### config.mk
export PLATFORM = sky130hd
export DESIGN_NAME = spm_seq_ctrl
export DESIGN_NICKNAME = d
export VERILOG_FILES = /design/src/rtl/spm_pkg.sv /design/src/rtl/spm_bitcnt.sv /design/src/rtl/spm_seq_ctrl.sv
export SDC_FILE = /design/constraint.sdc
export NUM_CORES = 1
export LEC_CHECK = 0
export BUFFER_PORTS_ARGS = -buffer_cell sky130_fd_sc_hd__buf_2
export CAP_MARGIN = 20
export CELL_PAD_IN_SITES_DETAIL_PLACEMENT = 0
export CELL_PAD_IN_SITES_GLOBAL_PLACEMENT = 2
export CORE_ASPECT_RATIO = 0.8
export CORE_MARGIN = 3
export CORE_UTILIZATION = 28
export CTS_CLUSTER_DIAMETER = 40
export CTS_CLUSTER_SIZE = 28
export DETAILED_ROUTE_END_ITERATION = 16
export GPL_TIMING_DRIVEN = 0
export PLACE_DENSITY_LB_ADDON = 0.1
export SLEW_MARGIN = 20
export SYNTH_ARGS = -nofsm -noshare
export SYNTH_HDL_FRONTEND = slang
export SYNTH_SLANG_ARGS = --single-unit
### constraint.sdc
create_clock -name clk -period 3.3 [get_ports clk]
set_clock_uncertainty 0.2 [all_clocks]
set_input_delay 0.66 -clock clk [delete_from_list [all_inputs] [get_ports clk]]
set_output_delay 0.66 -clock clk [all_outputs]
set_load 0.03 [all_outputs]
### src/rtl/spm_pkg.sv
// Shared definitions for the serial-parallel multiplier control slice:
// FSM state encoding and the ceiling-log2 helper used to size counters.
package spm_pkg;

    typedef enum logic [1:0] {
        IDLE  = 2'd0,
        LOAD  = 2'd1,
        SHIFT = 2'd2,
        DONE  = 2'd3
    } state_e;

    // Number of bits needed to represent values 0..value-1 (value >= 2).
    function automatic int clog2(input int value);
        int v;
        int r;
        v = value - 1;
        r = 0;
        while (v > 0) begin
            r = r + 1;
            v = v >> 1;
        end
        return r;
    endfunction

endpackage

### src/rtl/spm_bitcnt.sv
// Shift-cycle counter for the serial multiplier: counts 0..2*WIDTH-1,
// flags the final count and rolls over to 0 after it.
module spm_bitcnt
    import spm_pkg::*;
#(
    parameter  int WIDTH = 8,
    localparam int CNT_W = clog2(2 * WIDTH)
) (
    input  logic             clk,
    input  logic             rst_n,
    input  logic             clr,
    input  logic             en,
    output logic [CNT_W-1:0] cnt,
    output logic             wrap
);

    localparam logic [CNT_W-1:0] CNT_LAST = CNT_W'(2 * WIDTH - 1);

    logic [CNT_W-1:0] cnt_q;
    logic [CNT_W-1:0] cnt_d;

    assign cnt  = cnt_q;
    assign wrap = (cnt_q == CNT_LAST);

    // Next count: clear wins, otherwise advance and roll over after the last shift.
    always_comb begin
        // NOTE: default assignment first so every path drives cnt_d and no latch is inferred.
        cnt_d = cnt_q;
        if (clr) begin
            cnt_d = '0;
        end else if (en) begin
            cnt_d = wrap ? '0 : cnt_q + 1'b1;
        end
    end

    // Counter register with asynchronous clear.
    always_ff @(posedge clk or negedge rst_n) begin
        // NOTE: non-blocking assignments so all flops update together from pre-edge values.
        if (!rst_n) begin
            cnt_q <= '0;
        end else begin
            cnt_q <= cnt_d;
        end
    end

endmodule

### src/rtl/spm_seq_ctrl.sv
// Sequencer for a serial-parallel multiplier datapath: accepts an operand
// pair, issues one load/clear cycle, 2*WIDTH shift cycles, then holds the
// product valid until the consumer takes it. Control only, no datapath.
module spm_seq_ctrl
    import spm_pkg::*;
#(
    parameter  int WIDTH = 8,
    localparam int CNT_W = clog2(2 * WIDTH)
) (
    input  logic             clk,
    input  logic             rst_n,
    input  logic             in_valid,
    output logic             in_ready,
    input  logic             signed_mode,
    input  logic             abort,
    output logic             ld,
    output logic             clr,
    output logic             shift,
    output logic [CNT_W-1:0] bit_idx,
    output logic             sign_ext,
    output logic             last,
    output logic             out_valid,
    input  logic             out_ready,
    output logic             busy
);

    // Counts at or above this value are in the upper half of the product,
    // where a signed serial operand must be sign-extended.
    localparam logic [CNT_W-1:0] CNT_HALF = CNT_W'(WIDTH);

    state_e           state_q;
    state_e           state_d;
    logic             signed_q;
    logic             signed_d;
    logic [CNT_W-1:0] cnt;
    logic             cnt_wrap;
    logic             accept;

    spm_bitcnt #(
        .WIDTH(WIDTH)
    ) u_bitcnt (
        .clk  (clk),
        .rst_n(rst_n),
        .clr  (ld),
        .en   (shift),
        .cnt  (cnt),
        .wrap (cnt_wrap)
    );

    // A finished product frees the controller in the same cycle it is taken,
    // which lets a new operand pair enter with no bubble.
    assign in_ready = (state_q == IDLE) || ((state_q == DONE) && out_ready);
    assign accept   = in_valid && in_ready;

    // Outputs are pure decodes of registered state and count.
    assign ld        = (state_q == LOAD);
    assign clr       = (state_q == LOAD);
    assign shift     = (state_q == SHIFT);
    assign bit_idx   = cnt;
    assign last      = shift && cnt_wrap;
    assign sign_ext  = signed_q && shift && (cnt >= CNT_HALF);
    assign out_valid = (state_q == DONE);
    assign busy      = (state_q == LOAD) || (state_q == SHIFT);

    // Next-state logic; abort only matters while an operation is running.
    always_comb begin
        state_d  = state_q;
        signed_d = signed_q;
        case (state_q)
            IDLE: begin
                if (accept) begin
                    state_d  = LOAD;
                    signed_d = signed_mode;
                end
            end
            LOAD: begin
                state_d = abort ? IDLE : SHIFT;
            end
            SHIFT: begin
                if (abort) begin
                    state_d = IDLE;
                end else if (cnt_wrap) begin
                    state_d = DONE;
                end
            end
            DONE: begin
                if (out_ready) begin
                    if (in_valid) begin
                        state_d  = LOAD;
                        signed_d = signed_mode;
                    end else begin
                        state_d = IDLE;
                    end
                end
            end
            default: begin
                state_d = IDLE;
            end
        endcase
    end

    // State and operand-signedness registers.
    always_ff @(posedge clk or negedge rst_n) begin
        if (!rst_n) begin
            state_q  <= IDLE;
            signed_q <= 1'b0;
        end else begin
            state_q  <= state_d;
            signed_q <= signed_d;
        end
    end

endmodule

== Yosys cells after proc, flatten, opt, wreduce, memory -nomap -nowiden ==
Cells that the tools add are included.

* Bits of input ports: 6
* Flip-flop bits (word level): 7
* Output and inout bits: 12
* Word-level logic and storage cells: 39

* Equality and inequality tests: 8
* Add/sub/neg operators: 1
* Reduce and logical (&&, ||, !) cells: 12
* Mux-type cells: 14
* Order comparisons: 1

{| class="wikitable"
|+ Operators with widths
! cell !! count
|-
| $mux 4 || 3
|-
| $mux 2 || 5
|-
| $pmux 2 s4 || 1
|-
| $logic_and 1x1->1 || 5
|-
| $add 4x1->4 const B || 1
|-
| $eq 2x2->1 const B || 2
|-
| $eq 4x4->1 const B || 1
|-
| $ge 4x4->1 const B || 1
|-
| $mux 1 || 4
|-
| $ne 2x2->1 const B || 2
|-
| $reduce_and 4->1 || 1
|-
| $reduce_bool 2->1 || 2
|-
| $ne 3x2->1 const B || 1
|-
| $reduce_and 3->1 || 1
|-
| $eq 2x1->1 const B || 1
|-
| $logic_not 2->1 || 1
|-
| $logic_or 1x1->1 || 2
|-
| $ne 2x1->1 const B || 1
|-
| $pmux 1 s2 || 1
|}

== Logic depth before layout (Yosys ltp) ==
Gate-level depths: netlist of the first run.

* Depth in word-level cells: 6
* Gate-level depth with buffers: 5
* Mapped depth without buffers: 5

== Cells and area by module ==
Synthesis of the first run repeated with hierarchy kept, for this count alone.

* Cell total of the unflattened synthesis: 49
* Area total of the unflattened synthesis: 486.7 um^2

{| class="wikitable"
|+ By module, submodules not included
! module !! cells each !! area an instance (um^2) !! times used !! sequential area each (um^2)
|-
| spm_seq_ctrl || 29 || 280.3 || 1 || 75.1
|-
| spm_bitcnt || 20 || 206.4 || 1 || 100.1
|}

== Worst setup path after synthesis of the first run ==
Ideal clock, no wire load.

* Kind: register to output
* From: register state_q[0]
* To: output port last
* Arrival time: 1.363 ns
* Setup slack: 1.077 ns
* Cell stages (with the launch flop): 5
* Data required time: 2.440 ns
* Buffers on the path: 0
* Cells stage by stage: dfrtp_1 > inv_1 > ha_1 > inv_1 > nor2_1

* Longest elaborated chain between the ends: 2

{| class="wikitable"
|+ Ends and longest elaborated chain
! element !! RTL line !! RTL
|-
| from (decl) || spm_seq_ctrl.sv:31 || <nowiki>state_e state_q;</nowiki>
|-
| from (signal assigned) || spm_seq_ctrl.sv:108 || <nowiki>state_q <= state_d;</nowiki>
|-
| $eq 2x2->1 || spm_seq_ctrl.sv:58 || <nowiki>assign shift = (state_q == SHIFT);</nowiki>
|-
| via shift || spm_seq_ctrl.sv:18 || <nowiki>output logic shift,</nowiki>
|-
| $logic_and 1x1->1 || spm_seq_ctrl.sv:60 || <nowiki>assign last = shift && cnt_wrap;</nowiki>
|-
| to (decl) || spm_seq_ctrl.sv:21 || <nowiki>output logic last,</nowiki>
|}

The timed path passes the listed nets, and every way through them passes these cells.

== Worst setup path in the final report of the first run ==
* From: register state_q[0]
* To: output port busy

* Longest elaborated chain between the ends: 2
* Elaborated cells between the ends (all ways): 3
* Classes of those cells: 2 x eq/ne; 1 x reduce/logical

{| class="wikitable"
|+ Ends and longest elaborated chain
! element !! RTL line !! RTL
|-
| $eq 2x1->1 / $eq 2x2->1 (equally long branches) || spm_seq_ctrl.sv:63 || <nowiki>assign busy = (state_q == LOAD) || (state_q == SHIFT);</nowiki>
|-
| $logic_or 1x1->1 * || spm_seq_ctrl.sv:63 ||
|-
| to (decl) || spm_seq_ctrl.sv:24 || <nowiki>output logic busy</nowiki>
|}

Every way passes the cells marked *; elsewhere a longest branch is shown, timed or not.

==> run_results.csv, run 1 <==
group,metric,value,unit
status,status,"completed",
setup_path,r2r-end,"state_q[1]$_DFFE_PN0P_",
drt,finalWirelength,1020,um
cts,ctsResizeCount,0,
drt,wl_per_cell,10.9,um
synthesis,synth_cell_type_count,22,
global_routing,track_usage,10.1,%
synthesis,ys_ff_latch,7,
synthesis,synthFlopType,"dfrtp_1",
drt,drtPass1Iterations,4,
cts,post-cts-setup-buffer-count,0,
global_routing,antenna_found_initial,0,
drt,vias_per_cell,4.33,
cells_and_area,syn2layout_area_growth,28.2,%
setup_path,start_kind,"flop",
synthesis,synth_edf_count,0,
synthesis,netlist_area,488,um2
drt,drc,0,
setup_path,cp.arrival,1.43,ns
floorplanning,io_pins,18,
sta,finalMaxSlewViolations,0,
drt,vias,403,
global_routing,grt_max_degree,10,
cts,clock_latency,0.25,ns
global_routing,grt_pass1_vias,353,
synthesis,syn_nets,64,
setup_path,ff2ff_path_depth,5,
cells_and_area,drive_gt1_share,31.9,%
cts,cts_tree,"done",
global_routing,grt_pass1_wl,1680,um
sta,fmax,436,MHz
synthesis,synth_commonest_cells,"9 x inv_1, 7 x dfrtp_1, 7 x ha_1",
cts,h-tree-depth,1,
floorplanning,start_util,32.5,%
synthesis,synth_top_cell_by_area,"dfrtp_1",
sta,slew_headroom,74.0,%
setup_path,r2r_setup_slack,1.56,ns
setup_path,critPathLaunch,"state_q[0]$_DFFE_PN0P_",
placed_design,port_buffers,17,
flow_run,cap_violations,0,
cells_and_area,fillers,156,
floorplanning,die_x,52.7,um
synthesis,synth_area_leaders,"dfrtp_1 36%, ha_1 18%, inv_1 6.9%",
setup_path,worstSetupPathType,"reg2out",
synthesis,async_flop_share,100,%
drt,ant_nets,0,
synthesis,yosys_warnings,0,
hold_path,holdCritPathClass,"in2async",
placed_design,place.gp.congestion,0.724,
floorplanning,fp.dieH,43.3,um
sta,fin_setup_tns,0,ns
drt,drt-initial-drc-count,7,
setup_path,critPathCapture,"busy",
global_routing,grt_overflow,0,
setup_path,end_kind,"output pin",
synthesis,syn_area_per_cell,9.57,um2
cts,root_buffer,"clkbuf_4",
cells_and_area,n_antenna_cell,0,
setup_path,cp.required,2.44,ns
sta,final-hold-violation-count,0,
floorplanning,row_count,12,
synthesis,yosysSeqAreaShare,35.9,%
synthesis,synthCells,51,
cts,holdBufCountCts,0,
setup_path,cp_max_fo,9,
sta,period_minus_slack,2.29,ns
synthesis,synth_top_area_share,35.9,%
floorplanning,core_area,1500,um2
synthesis,yosysMostFrequentCell,"inv_1",
floorplanning,die_area,2280,um2
cts,numCtsBuffers,3,
sta,rsz0062_at_grt,"false",
cts,path_clk_slew,0.05,ns
sta,period_share,69.5,%
cells_and_area,final_net_count,86,
placed_design,dp_hpwl,852,um
cts,clockBufferDepth,2,
setup_path,worst_r2r_startpoint,"state_q[0]$_DFFE_PN0P_",
cts,cts_sinks,7,
sta,worst_pin_slew,0.380,ns
sta,finalSetupViolations,0,
## layout make-up
cell class	instances	area, um2	share of cell area (%)
Buffer	1	7.51	1.20
Tap cell	21	26.3	4.20
Inverter	9	33.8	5.40
Timing Repair Buffer	17	85.1	13.6
Multi-Input combinational cell	34	272	43.4
Sequential cell	7	175	28.0
Clock buffer	4	26.3	4.20
## stage by stage
step	hold slack [ns]	util [%]	setup slack [ns]	area, um2	cells
2_1_floorplan	0.164	-	1.08	488	51
3_3_place_gp	0.287	39.9	1.29	599	89
3_5_place_dp	0.289	39.9	1.28	599	89
4_1_cts	0.0343	41.7	0.998	626	93
5_1_grt	0.0297	41.7	0.889	626	93
6_report	0.0358	41.7	1.01	626	93
## cells in the final DEF, fill, tap and decap left out
master and count:
mux2i_1 3, clkbuf_1 1, a221o_1 1, buf_4 1
and2b_1 2, nand3b_1 1, inv_1 9, nor2_1 3
o21a_1 1, mux2_2 1, nand2_1 1, o21ai_0 3
o22ai_1 2, a21oi_1 1, nand4_1 1, and3_1 1
nor2b_1 1, a2111oi_0 1, dfrtp_1 7, nand3_2 1
clkbuf_4 3, nand3_1 2, a21o_1 1, buf_2 17
ha_1 7
## worst min-delay path by stage
stage	start	end	slack (ns)	depth (start not counted)
floorplan	rst_n	signed_q$_DFFE_PN0P_	0.16	0
global placement	signed_q$_DFFE_PN0P_	signed_q$_DFFE_PN0P_	0.29	1
detailed placement	signed_q$_DFFE_PN0P_	signed_q$_DFFE_PN0P_	0.29	1
CTS	rst_n	u_bitcnt.cnt[0]$_DFFE_PN0P_	0.03	1
global route	rst_n	signed_q$_DFFE_PN0P_	0.03	1
finish	rst_n	u_bitcnt.cnt[0]$_DFFE_PN0P_	0.04	1
## state kept, by name, indices dropped and copies added, names as in the netlist
| signal | flops |
|---|---|
| signed_q | 1 |
| u_bitcnt.cnt | 4 |
| state_q | 2 |
## worst max-delay path: stages, from the launching register on
cell and delay, ns:
dfrtp_1 0.40, inv_1 0.09, ha_1 0.44, buf_2 0.25
## routing by layer
metal	global-route usage, %	vias up	wire (um)	share of wire, %
met5	0	-	0	0
met4	0	0	0	0
met3	5.15	0	48	4.7
met2	12.6	10	403	40
met1	16.1	180	564	56
li1	-	213	-	-
## kinds of logic after synthesis
kind of cell,after synthesis,share of synthesized area (%)
compound gates,10,13.6
mux,4,8.46
fa+ha+maj,7,17.9
flops,7,35.9
buf+inv,10,8.46
simple gates,13,15.6
Power of run 1 is left out: the tool's default activity adds up to more than one toggle a clock period on the data nets, which glitch-free logic cannot reach.
==> inputs of run 2 (changes only) <==
- CORE_UTILIZATION: 28 -> 24
- clock period: 3.3 -> 2.1 ns (I/O delays scaled with it)
==> run_results.csv, run 2 (same netlist as run 1, synthesis figures left out) <==
group,metric,value,unit
setup_path,cp.arrival,1.40,ns
hold_path,hold_start,"signed_mode",
sta,period_share,96.0,%
drt,finalWirelength,1090,um
cts,path_clk_slew,0.06,ns
floorplanning,io_pins,18,
cells_and_area,final_common_cell,"buf_2",
setup_path,slowest_delay,0.41,ns
cells_and_area,final_cells,95,
sta,rsz0062_at_grt,"false",
setup_path,worst_r2r_startpoint,"state_q[0]$_DFFE_PN0P_",
cts,clock_latency,0.25,ns
status,status,"completed",
floorplanning,die_area,2610,um2
setup_path,cp_cell_sequence,"inv_1 -> ha_2 -> buf_2",
cells_and_area,final_net_count,87,
cells_and_area,largest_reg_flops,4,
sta,final-hold-violation-count,0,
global_routing,grt_max_degree,10,
cells_and_area,syn2layout_area_growth,31.5,%
drt,drt-initial-drc-count,3,
global_routing,grt_overflow,0,
cts,post-cts-setup-buffer-count,0,
placed_design,port_buffers,17,
setup_path,cp.required,1.48,ns
setup_path,end_kind,"output pin",
cells_and_area,fillers,188,
placed_design,dp_hpwl,887,um
setup_path,cp_slowest_cell,"dfrtp_1",
pwr,vdd_ir_drop_max,0.944,mV
sta,period_minus_slack,2.02,ns
hold_path,holdCritPathClass,"in2reg",
cts,cts_tree,"done",
floorplanning,row_count,13,
cells_and_area,n_antenna_cell,0,
cells_and_area,final_cell_mix,"17 x buf_2, 9 x inv_1, 7 x dfrtp_1",
cts,numCtsBuffers,3,
sta,finalMaxSlewViolations,0,
floorplanning,start_util,27.5,%
flow_run,cap_violations,0,
cts,clockBufferDepth,2,
drt,drtPass1Iterations,2,
global_routing,track_usage,9.29,%
floorplanning,fp.dieH,46.3,um
setup_path,critPathLaunch,"state_q[0]$_DFFE_PN0P_",
sta,finalSetupViolations,0,
sta,slew_headroom,76.2,%
pwr,p_per_area,1810,nW/um2
global_routing,antenna_found_initial,0,
cts,h-tree-depth,1,
cts,root_buffer,"clkbuf_4",
placed_design,post-place-cells,90,
setup_path,worstSetupPathType,"reg2out",
sta,fin_hold_ws,0.205,ns
cts,cts_sinks,7,
setup_path,cp_max_fo,9,
sta,worst_pin_slew,0.348,ns
setup_path,path_delay_family,"flip-flops",
drt,vias_per_cell,4.42,
pwr,p_leak,0.347,nW
setup_path,crit_buf_inv,2,
drt,drc,0,
floorplanning,core_area,1770,um2
global_routing,grt_pass1_wl,1780,um
sta,fmax,496,MHz
floorplanning,die_x,56.4,um
global_routing,grt_pass1_vias,385,
placed_design,place.gp.congestion,0.721,
setup_path,start_kind,"flop",
cells_and_area,drive_gt1_share,34.2,%
sta,fin_setup_tns,0,ns
drt,vias,420,
drt,wl_per_cell,11.4,um
drt,ant_nets,0,
[run 2: changes by cell type in the layout (fill, tap and decap cells not counted), sizes merged]
cell and delta:
dlygate4sd3 +1
[run 2: report_power, final]
part | total (mW) | internal (mW) | switching, mW
combinational | 0.765 | 0.280 | 0.486
clock | 0.124 | 0.0726 | 0.0510
sequential | 0.273 | 0.204 | 0.0690
[run 2: final timing paths]
path	end	slack, ns	cells past startpoint
min in group asynchronous	state_q[0]$_DFFE_PN0P_	0.34	2
max in group asynchronous	signed_q$_DFFE_PN0P_	1.19	2
hold / removal	signed_q$_DFFE_PN0P_	0.20	2
hold reg to reg	signed_q$_DFFE_PN0P_	0.30	1
setup reg to reg	state_q[1]$_DFFE_PN0P_	0.40	5
setup / recovery	busy	0.08	3
[run 2: final cells by class]
class / instances / area [um2] / share of cell area (%)
multi-input cells: 34 / 277 / 43.1
flip-flops and latches: 7 / 175 / 27.3
repair buffers: 18 / 95.1 / 14.8
inverters: 9 / 33.8 / 5.26
well taps: 22 / 27.5 / 4.29
clock buffers: 4 / 26.3 / 4.09
plain buffers: 1 / 7.51 / 1.17
[run 2: per-layer routing]
layer | up-vias | part of all wire, % | GRT usage [%]
met5 | - | 0 | 0
met4 | 0 | 0 | 1.42
met3 | 0 | 7.0 | 5.32
met2 | 13 | 39 | 13.5
met1 | 188 | 54 | 12.1
li1 | 219 | - | -
[run 2: timing repair]
item	4_1_cts	5_1_grt
gates resized for setup	0	2
hold buffers	1	0
endpoints found under the hold margin	7	0
setup endpoints to repair	0	3
[run 2: metrics by stage]
step | setup slack [ns] | util [%] | total power [mW] | instance area [um2]
floorplan | 0.117 | - | 0.850 | 488
global placement | 0.285 | 33.9 | 1.04 | 601
detailed placement | 0.304 | 33.9 | 1.04 | 601
CTS | 0.00600 | 35.9 | 1.17 | 637
global route | 0.00232 | 36.2 | 1.26 | 642
finish | 0.0830 | 36.2 | 1.16 | 642
Note: power is estimated with default switching activity, not from simulation.
